`config.mk`:
```
export PLATFORM = sky130hd
export DESIGN_NAME = alu_issue_ctrl
export DESIGN_NICKNAME = d
export VERILOG_FILES = /design/src/rtl/alu_issue_ctrl.sv
export SDC_FILE = /design/constraint.sdc
export NUM_CORES = 1
export LEC_CHECK = 0
export BUFFER_PORTS_ARGS = -buffer_cell sky130_fd_sc_hd__buf_2
export CORE_MARGIN = 4
export CORE_UTILIZATION = 40
export DETAILED_ROUTE_END_ITERATION = 16
export GPL_TIMING_DRIVEN = 0
export PLACE_DENSITY = 0.74
export SLEW_MARGIN = 20
export SYNTH_ARGS = -nofsm -noshare
export SYNTH_HDL_FRONTEND = slang
export SYNTH_SLANG_ARGS = --single-unit
```
`constraint.sdc`:
```
create_clock -name clk -period 1.6 [get_ports clk]
set_input_delay 0 -clock clk [delete_from_list [all_inputs] [get_ports clk]]
set_output_delay 0 -clock clk [all_outputs]
set_load 0.05 [all_outputs]
```
`src/rtl/alu_issue_ctrl.sv`:
```
// Issue front-end for a shared combinational ALU: round-robin arbitration of two
// requesters, operand hold for opcode-dependent latency, and per-requester response.
module alu_issue_ctrl #(
  parameter int MUL_CYCLES = 4,
  parameter int DIV_CYCLES = 16
) (
  input  logic        clk,
  input  logic        reset_n,
  input  logic        req0_valid,
  input  logic        req1_valid,
  output logic        req0_ready,
  output logic        req1_ready,
  input  logic [3:0]  req0_opcode,
  input  logic [3:0]  req1_opcode,
  input  logic [31:0] req0_a,
  input  logic [31:0] req1_a,
  input  logic [31:0] req0_b,
  input  logic [31:0] req1_b,
  output logic        resp0_valid,
  output logic        resp1_valid,
  input  logic        resp0_ready,
  input  logic        resp1_ready,
  output logic [31:0] resp0_data,
  output logic [31:0] resp1_data,
  output logic        resp0_err,
  output logic        resp1_err,
  output logic [3:0]  alu_opcode,
  output logic [31:0] alu_data0,
  output logic [31:0] alu_data1,
  input  logic [31:0] alu_out,
  output logic        busy,
  output logic [1:0]  fsm_state
);

  // Handshakes: a transfer happens on a rising edge where valid and ready are both
  // high; valid never waits on ready, and the holder keeps payload stable until then.

  typedef enum logic [1:0] {IDLE = 2'd0, EXEC = 2'd1, RESP = 2'd2} state_t;

  localparam int MAX_L = (MUL_CYCLES > DIV_CYCLES) ? MUL_CYCLES : DIV_CYCLES;
  localparam int CW    = $clog2(MAX_L + 1);

  state_t        state;
  logic          grant;
  logic          prio;
  logic [CW-1:0] cnt;
  logic [31:0]   result;
  logic          err;

  logic          any_valid;
  logic          pick;
  logic [3:0]    sel_opcode;
  logic [31:0]   sel_a;
  logic [31:0]   sel_b;
  logic          sel_unmapped;
  logic          done;

  function automatic logic [CW-1:0] lat_m1(input logic [3:0] op);
    case (op)
      4'd2:    lat_m1 = CW'(MUL_CYCLES - 1);
      4'd3:    lat_m1 = CW'(DIV_CYCLES - 1);
      default: lat_m1 = '0;
    endcase
  endfunction

  always_comb begin
    any_valid    = req0_valid | req1_valid;
    pick         = (req0_valid && req1_valid) ? prio : req1_valid;
    sel_opcode   = pick ? req1_opcode : req0_opcode;
    sel_a        = pick ? req1_a : req0_a;
    sel_b        = pick ? req1_b : req0_b;
    sel_unmapped = (sel_opcode == 4'd7) || (sel_opcode == 4'd15);
    done         = (state == RESP) && (grant ? resp1_ready : resp0_ready);
  end

  // Ready is gated by reset so it reads 0 while reset_n is held low.
  assign req0_ready  = reset_n && (state == IDLE) && any_valid && !pick;
  assign req1_ready  = reset_n && (state == IDLE) && any_valid && pick;
  assign resp0_valid = (state == RESP) && !grant;
  assign resp1_valid = (state == RESP) && grant;
  assign resp0_data  = resp0_valid ? result : 32'd0;
  assign resp1_data  = resp1_valid ? result : 32'd0;
  assign resp0_err   = resp0_valid && err;
  assign resp1_err   = resp1_valid && err;
  assign busy        = (state != IDLE);
  assign fsm_state   = state;

  always_ff @(posedge clk or negedge reset_n) begin
    if (!reset_n) begin
      state      <= IDLE;
      grant      <= 1'b0;
      prio       <= 1'b0;
      cnt        <= '0;
      result     <= 32'd0;
      err        <= 1'b0;
      alu_opcode <= 4'd0;
      alu_data0  <= 32'd0;
      alu_data1  <= 32'd0;
    end else begin
      case (state)
        IDLE: begin
          if (any_valid) begin
            alu_opcode <= sel_opcode;
            alu_data0  <= sel_a;
            alu_data1  <= sel_b;
            grant      <= pick;
            cnt        <= lat_m1(sel_opcode);
            if (sel_unmapped) begin
              result <= 32'd0;
              err    <= 1'b1;
              state  <= RESP;
            end else begin
              state <= EXEC;
            end
          end
        end
        EXEC: begin
          if (cnt == '0) begin
            result <= alu_out;
            err    <= 1'b0;
            state  <= RESP;
          end else begin
            cnt <= cnt - CW'(1);
          end
        end
        RESP: begin
          if (done) begin
            state <= IDLE;
            prio  <= ~grant;
          end
        end
        default: state <= IDLE;
      endcase
    end
  end

endmodule

```
# After elaboration in Yosys (flattened, before gate mapping)
# Cells that the tools add are included.
# op_classes
n_reduce_logical	22
n_eq_ne	11
bitwise_logic	2
n_addsub	1
mux	24
# ops
operator	count
two-way mux 32 bit	7
one-hot mux 32 bit (2 select lines)	1
logical AND 1 bit	10
two-way mux 5 bit	2
inequality test 2 bit, second input constant	5
one-hot mux 5 bit (2 select lines)	1
== test 4 x 2 -> 1 bit, second input constant	2
two-way mux 2 bit	4
one-hot mux 4 bit (2 select lines)	1
one-hot mux 2 bit (3 select lines)	1
AND reduction 3 bit	2
logical NOT 5 bit	1
two-way mux 1 bit	5
subtractor 5 x 1 -> 5 bit, second input constant	1
== test 4 x 3 -> 1 bit, second input constant	1
== test 4 bit, second input constant	1
two-way mux 4 bit	1
AND reduction 2 bit	2
AND reduction 4 bit	1
nonzero test 2 bit	2
== test 2 x 1 -> 1 bit, second input constant	1
== test 2 bit, second input constant	1
logical NOT 1 bit	2
logical NOT 2 bit	1
other kinds (4)	4
# totals
register_bits	110

# Depth between registers and ports, before layout
# Gate-level depths: netlist of the first run.
# logic_depth
ltp_word	8
mapped_depth	8

# Worst setup path after synthesis of the first run
# OpenSTA, ideal clock, no wires.
# synth_timing
path_kind	register to output
from	reg state[0], in the netlist fsm_state[0]
to	out req1_ready
path_buffers	0
path_stages_with_launch	4
required_time_ns	1.600
arrival_ns	2.260
slack_ns	-0.660
path_cell_list	dfrtp_1 nor2_1 inv_1 nor3_1
# synth_between
elab_chain_len	4
# synth_rtl
item	line_no	text
start, declared	43	state_t state;
start signal, assigned	90	state <= IDLE;
start signal, assigned	111	state <= RESP;
start signal, assigned	113	state <= EXEC;
logical NOT 2 bit	78	assign req1_ready = reset_n && (state == IDLE) && any_valid && pick;
logical AND 1 bit (3 in a row)	78	
end, declared	12	output logic req1_ready,
# No other way between the ends.

# Worst setup path in the final report of the first run
# layout_timing
from	reg cnt[1]
to	reg result[16]
# layout_between
elab_chain_len	3
# layout_rtl
item	line_no	text
start, declared	46	logic [CW-1:0] cnt;
start signal, assigned	107	cnt <= lat_m1(sel_opcode);
start signal, assigned	123	cnt <= cnt - CW'(1);
logical NOT 5 bit	118	if (cnt == '0) begin
inequality test 2 bit (no line)	-	
AND reduction 4 bit (no line)	-	
end signal, assigned	119	result <= alu_out;
end, declared	47	logic [31:0] result;
# No other way between the ends.
# A chain may end at the register's enable or synchronous reset.

==> run_results.csv, run 1 <==
group,metric,value,unit
synth,synth_warnings,0,
final_layout,final_cell_mix,"buf_2 (247), dlygate4sd3_1 (162), dfrtp_1 (108)",
timing,timing.max_slew.rel_slack,67.0,%
grt,antenna_found_initial,5,
synth,syn_inst,581,
critical_path,cp_slowest_cell,"dfrtp_1",
timing,tightestPinTransition,0.494,ns
floorplan,core_area,13300,um2
timing,hold_viol,65,
timing,slew_violations,0,
clocking,clkTransAtPathRegs,0.08,ns
detailed_routing,wl_per_cell,22.8,um
power,p_sw,9.19,mW
final_layout,final_common_cell,"buf_2",
hold_path,hp-class,"primary input to asynchronous set/reset pin",
synth,avgSynthCellArea,9.45,um2
timing,setup_viol,79,
synth,yosysTopAreaCell,"dfrtp_1",
critical_path,crit_family,"simple AND/OR/NAND/NOR gates",
power,p_clk_share,13.7,%
synth,synth_area,5490,um2
synth,ys_seq_area_share,50.1,%
placement,gp_congestion,0.847,
critical_path,critical_path.startpoint,"cnt[1]",
timing,fin_ws,-0.129,ns
detailed_routing,post-route-drc-count,0,
floorplan,die_y,125,um
detailed_routing,wl,29200,um
synth,yosys.cell_types.count,39,
clocking,root_buffer,"clkbuf_16",
timing,rsz0062_at_grt,"true",
power,seq_power_share,28.2,%
floorplan,num_rows,42,
placement,port_buffers,313,
floorplan,die_area,15700,um2
timing,finalCriticalPeriod,1.73,ns
floorplan,die_w,125,um
floorplan,start_util,41.1,%
grt,globalRoute.totalOverflow,0,
timing,whs,-0.408,ns
clocking,cts.sinks,110,
detailed_routing,drt_first_pass_iters,5,
detailed_routing,vias,7189,
critical_path,required,1.86,ns
final_layout,syn2layout_area_growth,97.5,%
final_layout,final_nets,1271,
power,power.density,1660,nW/um2
critical_path,path_buf_inv,2,
critical_path,arrival,1.99,ns
run_status,outcome,"complete, but fails checks",
final_layout,final_core_util,81.3,%
synth,async_reset_ff_share,100,%
synth,synth-seq-cells,110,
detailed_routing,postRouteAntennaNets,0,
floorplan,io-pin-count,315,
critical_path,path_cells,"inv_2 -> ha_4 -> nor4b_4 -> and2_4 -> clkbuf_16 -> nand2_4 -> o21ai_1",
power,p_int,8.80,mW
power,pwr-share-comb,58.1,%
grt,grt_first_pass_wirelength,39900,um
grt,grt_use_total,31.9,%
placement,hpwl,14200,um
critical_path,r2r-start,"cnt[1]",
power,switching_share,51.1,%
synth,synthTopCellsByArea,"dfrtp_1 (50%), mux2i_1 (13%), nand2_1 (9.4%), o21ai_0 (8.3%), and2_1 (4.1%)",
critical_path,crit_path_end_kind,"flop",
run_status,violations,"negative hold slack, negative setup slack",
synth,synth_edf_count,0,
detailed_routing,vias_per_cell,5.61,
timing,finClkSkew,0.0103,ns
grt,grt_pass1_vias,7388,
synth,syn_nets,756,
critical_path,cp_max_fo,8,
power,p_leak,5.53,nW
timing,fin_setup_tns,-5.26,ns
final_layout,num-fill-cells,700,
critical_path,crit_type,"flop to flop",
synth,synth_flop_cell,"dfrtp_1",
power,ir_drop,0.00121,V
final_layout,drive_gt1_share,49.1,%
critical_path,startpoint_type,"flop",
critical_path,slowest_delay,0.40,ns
clocking,postCtsHoldBufs,162,
timing,fmax,0.578,GHz
clocking,clockBufferDepth,2,
clocking,cts_buffers,9,
detailed_routing,drt_first_iter_violations,416,
clocking,cts_max_level,3,
grt,grt_max_degree,63,
timing,fin_crit_sh,108,%
job,maxCapViolations,0,
clocking,clk_latency,0.36,ns
synth,synthDominantCellAreaShare,50.1,%
clocking,cts_tree,"done",
==> power by group through the flow <==
stage,clock network [mW],logic [mW],registers (mW)
6_report,2.47,10.4,5.08
5_1_grt,2.58,11.0,5.16
4_1_cts,2.45,8.98,4.84
3_5_place_dp,0,8.09,4.88
3_3_place_gp,0,7.93,4.86
2_1_floorplan,0,2.91,7.75
==> stage by stage <==
step,cell area (um2),total power [mW],worst slack (ns),cells
floorplan,5550,10.7,0.000287,581
global placement,7340,12.8,-1.11,1070
detailed placement,7370,13.0,-0.170,1071
CTS,10100,16.3,-0.0783,1261
global route,10800,18.7,-0.179,1281
finish,10800,18.0,-0.129,1282
==> cell type report <==
type	count	area [um2]	share of cell area, %
repair buffers	508	4150	38.2
multi-input cells	422	2960	27.3
flip-flops and latches	110	2760	25.4
plain buffers	41	417	3.84
clock buffers	10	229	2.11
well taps	176	220	2.03
clock inverters	6	86.3	0.796
inverters	4	15.0	0.138
diodes	5	12.5	0.115
==> cell usage after synthesis (2+ instances only) <==
master,number
a21o_1,2
a221o_1,2
a31oi_1,2
and2_1,36
and2b_1,2
and3_1,36
buf_2,9
buf_4,15
clkbuf_1,18
clkbuf_2,3
dfrtp_1,110
inv_1,4
mux2i_1,70
nand2_1,137
nand3_1,2
nor2_1,5
nor2b_1,2
nor3_1,3
o21a_1,2
o21ai_0,91
o21ai_1,12
==> per-layer routing <==
layer  wire length, um  track usage, %  vias up
met1             10000            35.1     3453
li1                  -               -     3017
met3              2510            6.74      166
met4              2010            17.5        0
met2             14600            57.4      553
met5                 0               0        -
==> worst reg2reg max path: stages, from the launching register on <==
cell and delay (ns):
dfrtp_1 0.40, inv_2 0.08, ha_4 0.14, nor4b_4 0.27
and2_4 0.34, clkbuf_16 0.22, nand2_4 0.05, o21ai_1 0.13
==> sequential cells by signal, summed over array words and instances, names as in the netlist <==
name and count:
cnt 5, err 1, fsm_state 2, prio 1, alu_data1 32, alu_data0 32, result 32, alu_opcode 4
grant 1
==> logic make-up (layout without fill, tap and decap cells) <==
group                      Yosys count  count (layout)  synth area share [%]
muxes                               70              70                  12.8
and+or+nand+nor                    231             231                  20.2
adders and majority gates            1               1                 0.228
other                                0               5                     0
AOI/OAI and AO/OA                  120             120                  12.0
buffers and inverters               49             569                  4.65
DFF                                110             110                  50.1
==> final timing paths <==
| kind | end | slack [ns] | cells after the start |
|---|---|---|---|
| worst max-delay path | result[16] | -0.13 | 7 |
| worst min-delay path | result[7] | -0.41 | 1 |
| worst max register to register | result[16] | -0.13 | 7 |
| worst min register to register | alu_data1[0] | 0.48 | 2 |
| max in group asynchronous | fsm_state[0] | 1.31 | 2 |
| min in group clk | alu_data1[17] | 0.01 | 3 |
==> timing repair <==
action	4_1_cts	5_1_grt
pin swaps	6	26
endpoints found under the setup margin	171	173
endpoints found under the hold margin	148	50
gates resized for setup	197	209
buffers inserted	12	10
cloned	2	8
(Power assumes the default switching activity.)
==> run 2, diff against run 1 <==
CORE_ASPECT_RATIO = 2   (was unset)
==> run 2 against run 1 <==
Effect of this change:
- the flow still finishes with violations (negative hold slack, negative setup slack)
- flip-flop and latch count is the same
- final cell count shrank 1.9%
- clock-buffer cell count is the same
- utilization shrank 2.1 points
==> run_results.csv, run 2 (synthesis gave the netlist of run 1 again) <==
group,metric,value,unit
floorplan,die_w,90.8,um
job,maxCapViolations,0,
final_layout,final_nets,1272,
critical_path,crit_family,"simple AND/OR/NAND/NOR gates",
power,p_leak,5.51,nW
grt,grt_max_degree,67,
critical_path,cp_max_fo,5,
critical_path,cp_slowest_cell,"dfrtp_1",
run_status,outcome,"complete, but fails checks",
timing,whs,-0.000185,ns
timing,fin_setup_tns,-4.38,ns
clocking,root_buffer,"clkbuf_16",
clocking,cts_max_level,3,
critical_path,path_buf_inv,3,
timing,tightestPinTransition,0.412,ns
clocking,clkTransAtPathRegs,0.07,ns
final_layout,final_common_cell,"buf_2",
placement,gp_congestion,0.827,
floorplan,die_area,15800,um2
grt,grt_first_pass_wirelength,39400,um
clocking,clk_latency,0.34,ns
power,ir_drop,0.00121,V
clocking,cts_tree,"done",
timing,timing.max_slew.rel_slack,71.8,%
detailed_routing,wl_per_cell,22.5,um
clocking,cts.sinks,110,
timing,finalCriticalPeriod,1.74,ns
timing,slew_violations,0,
timing,rsz0062_at_grt,"true",
grt,grt_use_total,31.5,%
detailed_routing,vias_per_cell,5.62,
floorplan,core_area,13400,um2
final_layout,syn2layout_area_growth,93.8,%
final_layout,drive_gt1_share,46.2,%
floorplan,num_rows,60,
clocking,clockBufferDepth,2,
run_status,violations,"negative hold slack, negative setup slack",
timing,fmax,0.575,GHz
critical_path,crit_path_end_kind,"flop",
detailed_routing,post-route-drc-count,0,
timing,fin_crit_sh,109,%
critical_path,arrival,2.00,ns
floorplan,io-pin-count,315,
critical_path,required,1.86,ns
detailed_routing,postRouteAntennaNets,0,
clocking,cts_buffers,9,
placement,port_buffers,313,
timing,setup_viol,75,
floorplan,die_y,174,um
detailed_routing,vias,7069,
critical_path,path_cells,"inv_1 -> ha_2 -> nor4b_4 -> buf_4 -> and2_4 -> clkbuf_16 -> nand2_2 -> o21ai_1",
timing,hold_viol,1,
timing,fin_ws,-0.139,ns
critical_path,slowest_delay,0.40,ns
grt,grt_pass1_vias,7485,
final_layout,top_regs,"alu_data0 (32), alu_data1 (32), result (32)",
floorplan,start_util,40.9,%
timing,finClkSkew,0.00551,ns
placement,hpwl,14200,um
detailed_routing,drt_first_pass_iters,5,
final_layout,final_cell_mix,"buf_2 (250), dlygate4sd3_1 (161), nand2_1 (115)",
critical_path,crit_type,"flop to flop",
detailed_routing,wl,28300,um
detailed_routing,drt_first_iter_violations,442,
hold_path,hp-class,"primary input to flop",
grt,antenna_found_initial,1,
grt,globalRoute.totalOverflow,0,
power,power.density,1650,nW/um2
critical_path,startpoint_type,"flop",
power,total_power,17.6,mW
[run 2: changes by cell type in the layout (fill, tap and decap cells not counted), moves of 5 or more]
| cell | before | now |
|---|---|---|
| nand2_1 | 103 | 115 |
| buf_12 | 9 | 2 |
| mux2i_2 | 9 | 3 |
| and3_2 | 25 | 20 |
| buf_8 | 28 | 43 |
| o21ai_0 | 53 | 67 |
| o21ai_1 | 30 | 21 |
| nand2_2 | 26 | 14 |
| buf_4 | 29 | 23 |
| o21ai_2 | 20 | 15 |
| mux2i_1 | 56 | 67 |
| mux2i_4 | 5 | 0 |
[run 2: through the flow]
stage	instance area (um2)	worst slack, ns	instances	hold WS, ns	util (%)
after floorplan	5550	0.000287	581	-0.296	-
after global placement	7310	-1.10	1049	0.204	54.4
final	10600	-0.139	1258	-0.000185	79.2
after CTS	10100	-0.0505	1244	0.00323	74.8
after global routing	10600	-0.198	1258	0.00358	79.2
after detailed placement	7340	-0.201	1050	-0.0390	54.7
[run 2: power breakdown]
part / internal (mW) / switching (mW)
sequential: 4.07 / 0.952
clock: 1.11 / 1.09
combinational: 3.31 / 7.03
[run 2: path summary, 6_finish.rpt]
path / end / slack, ns / from / cells after the start
max in group asynchronous: result[11] / 0.55 / reset_n / 4
worst max-delay path: result[12] / -0.14 / cnt[1] / 8
worst min register to register: alu_data1[12] / 0.48 / alu_data1[12] / 2
worst max register to register: result[12] / -0.14 / cnt[1] / 8
min in group asynchronous: fsm_state[1] / 0.24 / reset_n / 3
worst min-delay path: alu_opcode[0] / -0.0002 / req0_opcode[0] / 3
[run 2: cell type report]
class,instances,area [um2]
sequential,110,2760
clock buffer,10,239
buffer,42,457
timing repair buffer,506,4090
inverter,4,15.0
antenna,1,2.50
multi-input combinational,424,2840
fill,737,2800
clock inverter,6,45.0
tap,155,194
[run 2: layer usage]
metal	global-route usage, %	wire, um
met1	31.6	9100
met2	57.8	14700
met3	6.91	2370
met4	20.1	2140
met5	0	0
[run 2: tightest hold or removal path, stage by stage]
cell and delay [ns]:
buf_2 0.10, mux2i_1 0.07, o21ai_0 0.13
[run 2: repair_timing]
item	in CTS	in global routing
setup endpoints to repair	170	154
endpoints found under the hold margin	145	0
hold buffers	162	0
gates cloned	4	7
resized for setup	203	171
pin swaps	11	17
setup buffers	13	8
